### config.mk
export PLATFORM = sky130hd
export DESIGN_NAME = mem_dma
export DESIGN_NICKNAME = d
export VERILOG_FILES = /design/src/rtl/mem_dma.sv
export SDC_FILE = /design/constraint.sdc
export NUM_CORES = 1
export LEC_CHECK = 0
export CORE_MARGIN = 2
export CORE_UTILIZATION = 45
export CTS_BUF_LIST = sky130_fd_sc_hd__clkbuf_4 sky130_fd_sc_hd__clkbuf_8
export DETAILED_ROUTE_END_ITERATION = 6
export PLACE_DENSITY = 0.73
export RECOVER_POWER = 100
export SYNTH_ARGS = -nofsm -noshare
export SYNTH_HDL_FRONTEND = slang
export SYNTH_SLANG_ARGS = --single-unit
### constraint.sdc
create_clock -name clk -period 9.1 [get_ports clk]
set_input_delay 1.82 -clock clk [delete_from_list [all_inputs] [get_ports clk]]
set_output_delay 1.82 -clock clk [all_outputs]
set_load 0.05 [all_outputs]
### src/rtl/mem_dma.sv
// mem_dma: register-programmed memory-to-memory copy engine on a native
// valid/ready CPU memory bus. Copies LEN 32-bit words from SRC to DST,
// one read followed by one write per word, at ascending addresses.
//
// Ports:
//   clk, rst_n            clock; asynchronous active-low reset
//   reg_we/addr/data/q    config port: 0 SRC, 1 DST, 2 LEN, 3 CTRL
//                         CTRL = {IRQ_EN, ABORT(reads 0), DONE(w1c), START/BUSY}
//   mem_valid/ready       bus request / completion
//   mem_addr/wdata/wstrb  bus address, write data, strobes (0000 read, 1111 write)
//   mem_rdata             bus read data
//   irq                   level completion interrupt
//
// Build option: define MEM_DMA_IRQ_EN to implement CTRL.IRQ_EN and a
// registered irq = DONE & IRQ_EN. Without it irq is tied low and CTRL bit3
// reads 0.
//
// state   | meaning
// --------+---------------------------------------------------
// S_IDLE  | waiting for START
// S_READ  | read request at working src outstanding
// S_GAP_W | one idle bus cycle before the write
// S_WRITE | write request of the buffered word at working dst
// S_GAP_R | one idle bus cycle before the next read

module mem_dma #(
    parameter int LEN_WIDTH = 16
) (
    input  logic        clk,
    input  logic        rst_n,
    input  logic        reg_we,
    input  logic [1:0]  reg_addr,
    input  logic [31:0] reg_data,
    output logic [31:0] reg_q,
    output logic        mem_valid,
    input  logic        mem_ready,
    output logic [31:0] mem_addr,
    output logic [31:0] mem_wdata,
    output logic [3:0]  mem_wstrb,
    input  logic [31:0] mem_rdata,
    output logic        irq
);

    typedef enum logic [2:0] {
        S_IDLE, S_READ, S_GAP_W, S_WRITE, S_GAP_R
    } state_t;

    state_t state, state_nxt;

    // Reset asserts immediately, releases two clk edges after rst_n rises.
    logic [1:0] rst_sync;
    logic       rst_int_n;

    always_ff @(posedge clk or negedge rst_n) begin
        if (!rst_n) rst_sync <= 2'b00;
        else        rst_sync <= {rst_sync[0], 1'b1};
    end
    assign rst_int_n = rst_sync[1];

    logic [31:0]          src_reg, dst_reg, src_w, dst_w, buffer;
    logic [LEN_WIDTH-1:0] len_reg, rem;
    logic                 done, irq_en, abort_pend;

    logic ctrl_wr, start_req, abort_req, done_clr, abort_hit;
    logic load_work, step, capture, done_set, done_start_clr;

    assign ctrl_wr   = reg_we && (reg_addr == 2'd3);
    assign abort_req = ctrl_wr && reg_data[2];
    assign start_req = ctrl_wr && reg_data[0] && !reg_data[2];
    assign done_clr  = ctrl_wr && reg_data[1];
    // An abort raised during a stalled access is remembered until it resolves.
    assign abort_hit = abort_req || abort_pend;

    always_ff @(posedge clk or negedge rst_int_n) begin
        if (!rst_int_n) state <= S_IDLE;
        else            state <= state_nxt;
    end

    always_comb begin
        state_nxt      = state;
        load_work      = 1'b0;
        step           = 1'b0;
        capture        = 1'b0;
        done_set       = 1'b0;
        done_start_clr = 1'b0;
        mem_valid      = 1'b0;
        mem_wstrb      = 4'b0000;
        mem_addr       = 32'h0;
        mem_wdata      = 32'h0;
        case (state)
            S_IDLE: begin
                if (start_req) begin
                    if (len_reg == '0) begin
                        done_set = 1'b1;
                    end else begin
                        load_work      = 1'b1;
                        done_start_clr = 1'b1;
                        state_nxt      = S_READ;
                    end
                end
            end
            S_READ: begin
                mem_valid = 1'b1;
                mem_addr  = src_w;
                if (mem_ready) begin
                    capture   = 1'b1;
                    state_nxt = abort_hit ? S_IDLE : S_GAP_W;
                end
            end
            S_GAP_W: state_nxt = abort_hit ? S_IDLE : S_WRITE;
            S_WRITE: begin
                mem_valid = 1'b1;
                mem_wstrb = 4'b1111;
                mem_addr  = dst_w;
                mem_wdata = buffer;
                if (mem_ready) begin
                    step = 1'b1;
                    if (abort_hit) begin
                        state_nxt = S_IDLE;
                    end else if (rem == LEN_WIDTH'(1)) begin
                        state_nxt = S_IDLE;
                        done_set  = 1'b1;
                    end else begin
                        state_nxt = S_GAP_R;
                    end
                end
            end
            S_GAP_R: state_nxt = abort_hit ? S_IDLE : S_READ;
            default: state_nxt = S_IDLE;
        endcase
    end

    always_ff @(posedge clk or negedge rst_int_n) begin
        if (!rst_int_n) begin
            src_w      <= 32'h0;
            dst_w      <= 32'h0;
            rem        <= '0;
            buffer     <= 32'h0;
            abort_pend <= 1'b0;
            done       <= 1'b0;
        end else begin
            if (load_work) begin
                src_w <= src_reg;
                dst_w <= dst_reg;
                rem   <= len_reg;
            end else if (step) begin
                src_w <= src_w + 32'd4;
                dst_w <= dst_w + 32'd4;
                rem   <= rem - LEN_WIDTH'(1);
            end
            if (capture) buffer <= mem_rdata;
            if (state_nxt == S_IDLE)                abort_pend <= 1'b0;
            else if (abort_req && state != S_IDLE)  abort_pend <= 1'b1;
            if (done_set)                           done <= 1'b1;
            else if (done_clr || done_start_clr)    done <= 1'b0;
        end
    end

    always_ff @(posedge clk or negedge rst_int_n) begin
        if (!rst_int_n) begin
            src_reg <= 32'h0;
            dst_reg <= 32'h0;
            len_reg <= '0;
        end else if (reg_we) begin
            case (reg_addr)
                2'd0:    src_reg <= {reg_data[31:2], 2'b00};
                2'd1:    dst_reg <= {reg_data[31:2], 2'b00};
                2'd2:    len_reg <= reg_data[LEN_WIDTH-1:0];
                default: ;
            endcase
        end
    end

`ifdef MEM_DMA_IRQ_EN
    always_ff @(posedge clk or negedge rst_int_n) begin
        if (!rst_int_n) begin
            irq_en <= 1'b0;
            irq    <= 1'b0;
        end else begin
            if (ctrl_wr) irq_en <= reg_data[3];
            irq <= done && irq_en;
        end
    end
`else
    assign irq_en = 1'b0;
    assign irq    = 1'b0;
`endif

    always_comb begin
        reg_q = 32'h0;
        case (reg_addr)
            2'd0:    reg_q = src_reg;
            2'd1:    reg_q = dst_reg;
            2'd2:    reg_q = 32'(len_reg);
            default: reg_q = {28'h0, irq_en, 1'b0, done, (state != S_IDLE)};
        endcase
    end

endmodule

After elaboration in Yosys (flattened, before gate mapping)
Cells that the tools add are included.
{"block": "totals", "regBits": 195, "inputBits": 70, "out_inout_bits": 102}
{"block": "op_classes", "n_addsub": 3, "n_eq_ne": 8, "muxes": 37, "n_reduce_logical": 21}
{"cell": "2-to-1 mux 32 bit", "count": 5}
{"cell": "one-hot mux 32 bit (3 select lines)", "count": 1}
{"cell": "adder 32 x 3 -> 32 bit, second input constant", "count": 2}
{"cell": "one-hot mux 32 bit (2 select lines)", "count": 1}
{"cell": "2-to-1 mux 16 bit", "count": 2}
{"cell": "2-to-1 mux 3 bit", "count": 6}
{"cell": "2-to-1 mux 1 bit", "count": 17}
{"cell": "== test 16 x 1 -> 1 bit, second input constant", "count": 1}
{"cell": "logical NOT 16 bit", "count": 1}
{"cell": "subtractor 16 x 1 -> 16 bit, second input constant", "count": 1}
{"cell": "one-hot mux 3 bit (5 select lines)", "count": 1}
{"cell": "== test 3 x 2 -> 1 bit, second input constant", "count": 2}
{"cell": "logical AND 1 bit", "count": 6}
{"cell": "logical NOT 3 bit", "count": 2}
{"cell": "AND reduction 2 bit", "count": 3}
{"cell": "nonzero test 2 bit", "count": 3}
{"cell": "== test 2 bit, second input constant", "count": 2}
{"cell": "2-to-1 mux 2 bit", "count": 2}
{"cell": "2-to-1 mux 4 bit", "count": 1}
{"cell": "== test 3 x 1 -> 1 bit, second input constant", "count": 1}
{"cell": "== test 3 bit, second input constant", "count": 1}
{"cell": "nonzero test 3 bit", "count": 1}
{"cell": "== test 2 x 1 -> 1 bit, second input constant", "count": 1}
{"cell": "logical NOT 2 bit", "count": 1}
{"cell": "other kinds (4)", "count": 5}

Longest topological paths before layout
{"block": "logic_depth", "word_depth": 9, "ltp_mapped": 10, "mapped_depth_nobuf": 7}

Worst setup path before layout
No wires, ideal clock.
{"block": "synth_path", "kind": "input -> output", "start": "input port reg_addr[0]", "end": "output port reg_q[10]", "arrival_ns": 3.841, "path_slack_ns": 3.439, "path_stages": 4, "path_buffers": 2, "cell_sequence": "clkbuf_1 > buf_1 > mux2i_1 > o21ai_0"}
{"block": "synth_via", "elab_chain_len": 2, "elab_cells_between_ends": 4}
{"element": "start: declaration", "line_no": "32", "rtl": "input logic [1:0] reg_addr,"}
{"element": "== test 2 bit, or another cell as far along", "line_no": "191", "rtl": "case (reg_addr)"}
{"element": "one-hot mux 32 bit (3 select lines) *", "line_no": "191"}
{"element": "end: declaration", "line_no": "34", "rtl": "output logic [31:0] reg_q,"}
Every way passes the cells marked *; elsewhere a longest branch is shown, timed or not.

Worst setup path after layout
{"block": "layout_path", "start": "input port reg_addr[1]", "end": "output port reg_q[15]"}
The elaborated chain is that of the path after synthesis.

==> results.sh <==
export IMPL_cts_path_max_buffers=2
export IMPL_synthSimpleGateAreaFrac=0.179
export IMPL_crit_fanout=37
export IMPL_grt_use_met1=0.333
export IMPL_dieHeight_um=154
export IMPL_ant_nets=0
export IMPL_fillers=1955
export IMPL_grt_pass1_wl_um=43700
export IMPL_io_buffers=168
export IMPL_grt_busiest_layer="met2"
export IMPL_coreArea_mm2=0.0219
export IMPL_cts_resized=0
export IMPL_rsz0062_at_grt="no"
export IMPL_dieArea_mm2=0.0236
export IMPL_cts_htree_levels=4
export IMPL_synth_most_common_cell="dfrtp_1"
export IMPL_crit_slowest_cell="clkbuf_1"
export IMPL_max_cap_violations=7
export IMPL_cts_tree="built"
export IMPL_ys_ff_latch=191
export IMPL_viasPerCell=5.86
export IMPL_critical_path_required_ps=7280
export IMPL_synth_xor_area_frac=0.0226
export IMPL_netlist_area_mm2=0.0101
export IMPL_relSlewSlack=-2.00
export IMPL_finalCriticalPeriod_ps=7450
export IMPL_met2_usage=0.366
export IMPL_nets=1189
export IMPL_path_cells="dlygate4sd3_1 -> clkbuf_1 -> nor2b_1 -> nand2_1 -> o21ai_0 -> dlygate4sd3_1"
export IMPL_arrival_ps=5630
export IMPL_crit_buf_inv=3
export IMPL_end_kind="primary output"
export IMPL_grt_use_total=0.229
export IMPL_cp_start_kind="input port"
export IMPL_synth_edf_count=0
export IMPL_criticalPathCategory="in2out"
export IMPL_synth_warnings=0
export IMPL_worst_pin_slew_ps=4500
export IMPL_async_flop_share=1.00
export IMPL_synth_mux_area_frac=0.182
export IMPL_skew_ps=13.6
export IMPL_seq_area_frac_synth=0.475
export IMPL_worstHoldPathType="reg2reg"
export IMPL_power_leakage_uw=0.00529
export IMPL_yosysTopAreaCell="dfrtp_1"
export IMPL_netlist_top_cells_count="191 x dfrtp_1, 110 x nand2_1, 108 x mux2_2"
export IMPL_clockRootBuffer="clkbuf_8"
export IMPL_cpLargestDelayFamily="buffers and inverters"
export IMPL_area_delta_synth_final_pct=21.3
export IMPL_drc=0
export IMPL_n_antenna_cell=0
export IMPL_synth_top_family_by_area="multiplexers"
export IMPL_rows=54
export IMPL_timing_hold_violations_final=0
export IMPL_netlist_top_cells_area="dfrtp_1 47%, mux2_2 12%, mux2i_1 6.2%, nand2_1 4.1%, o21ai_0 3.0%"
export IMPL_dr_pass1_iters=5
export IMPL_dp_hpwl_um=18500
export IMPL_regMostFlops="buffer"
export IMPL_first_iter_violations=666
export IMPL_postSynthCellCount=984
export IMPL_powerDensity_mw_per_mm2=276
export IMPL_final_max_slew_violation_count=363
export IMPL_syn_avg_cell_area_um2=10.2
export IMPL_routed_wl_um=27000
export IMPL_outcome="complete, but fails checks"
export IMPL_critical_path_top_cell_by_count="dlygate4sd3_1"
export IMPL_cts_sinks=191
export IMPL_holdBufCountCts=0
export IMPL_synth_compound_area_frac=0.0977
export IMPL_ys_types=56
export IMPL_fin_setup_tns_ps=0
export IMPL_clk_pin_slew_worst_paths_ps=100
export IMPL_grt_pass1_vias=7993
export IMPL_largest_register_ff_count=32
export IMPL_io_pins=172
export IMPL_numCtsBuffers=17
export IMPL_fmax_mhz=134
export IMPL_place_congestion=0.904
export IMPL_start_util=0.460
export IMPL_wl_per_cell_um=19.2
export IMPL_antenna_found_initial=0
export IMPL_period_share=0.818
export IMPL_globalRouteMet3Util=0.0321
export IMPL_grt_max_degree=82
export IMPL_synth_top_area_frac=0.475
export IMPL_setup_violations=0
export IMPL_violations="max-capacitance violations, max-slew violations"
export IMPL_die_w_um=154
export IMPL_cts_setup_buffers=0
export IMPL_max_vdd_ir_drop_v=0.000172
export IMPL_vias=8233
export IMPL_critPathMaxStageDelay_ps=1230
export IMPL_drive_above_1_share=0.138
export IMPL_post_synth_fa_ha_maj_area_fraction=0.00497
export IMPL_place_area_mm2=0.0119
export IMPL_final_area_mm2=0.0122
export IMPL_clk_insertion_delay_late_ps=470
export IMPL_globalRouteOverflowTotal=0
export IMPL_ys_flop_type="dfrtp_1"
[final cells by class]
| type | count | area (um^2) | area share |
|---|---|---|---|
| well taps | 280 | 350 | 0.0287 |
| repair buffers | 181 | 1750 | 0.143 |
| inverters | 15 | 56.3 | 0.00461 |
| multi-input cells | 709 | 4910 | 0.402 |
| clock inverters | 11 | 108 | 0.00881 |
| flip-flops and latches | 191 | 4780 | 0.392 |
| clock buffers | 19 | 255 | 0.0209 |
[worst paths after layout]
kind                       cells past startpoint     endpoint        start  slack [ps]
max                                            6    reg_q[15]  reg_addr[1]        1650
min                                            0  rst_sync[1]  rst_sync[0]         360
max reg2reg                                    6    dst_w[30]     state[1]        3110
min reg2reg                                    0  rst_sync[1]  rst_sync[0]         360
max in group asynchronous                      1     state[1]  rst_sync[1]        3240
min in group asynchronous                      0  src_reg[21]  rst_sync[1]         590
[routing by layer]
layer,wire [um],share of wire
met1,12400,0.46
met2,12600,0.47
met3,1620,0.060
met4,366,0.014
met5,0,0
[cell usage in the layout (no fill, tap or decap), types with 4 or more instances in the layout]
cell / count
nand3_1: 37
xnor2_1: 11
buf_4: 6
nor4_1: 16
a22oi_1: 5
clkbuf_1: 7
and4_1: 5
and3_1: 36
a31oi_1: 8
nand4_1: 24
nor3_1: 13
mux2_2: 108
dfrtp_1: 190
dlygate4sd3_1: 101
or4_1: 9
ha_1: 4
o21ai_0: 61
clkbuf_8: 18
o311ai_0: 10
mux2i_1: 62
a21oi_1: 16
xor2_1: 15
o211ai_1: 15
nor2_1: 76
conb_1: 4
clkdlybuf4s50_1: 66
or3_1: 6
a221o_1: 8
a32oi_1: 4
inv_1: 15
nand2_1: 110
[logic make-up (layout without fill, tap and decap cells)]
group	Yosys count	count (layout)
compound gates	150	150
flops	191	191
buf+inv	86	226
fa+ha+maj	4	4
other cells	2	4
mux	170	170
xor+xnor	26	26
simple gates	355	355
[worst reg2reg max path, cell delays in order (launching register included)]
cell and delay, ps:
dfrtp_2 350, clkbuf_1 2610, nand4b_4 1310, or4_1 920
or4_1 450, nand3_1 100, o211ai_1 110
[through the flow]
step / cells / power (uW) / hold slack (ps) / util / worst slack [ps]
5_1_grt: 1406 / 3570 / 371 / 0.558 / 1360
3_5_place_dp: 1376 / 2880 / 299 / 0.543 / 2680
4_1_cts: 1406 / 3420 / 311 / 0.560 / 2660
6_report: 1406 / 3370 / 356 / 0.558 / 1650
2_1_floorplan: 986 / 2410 / 331 / - / 3380
3_3_place_gp: 1376 / 2840 / 295 / 0.543 / 2770
[report_power, final]
group / internal (uW) / switching [uW]
registers: 1130 / 296
clock network: 227 / 313
logic: 550 / 862
total: 1900 / 1470
Power figures use the tool's default switching activity.
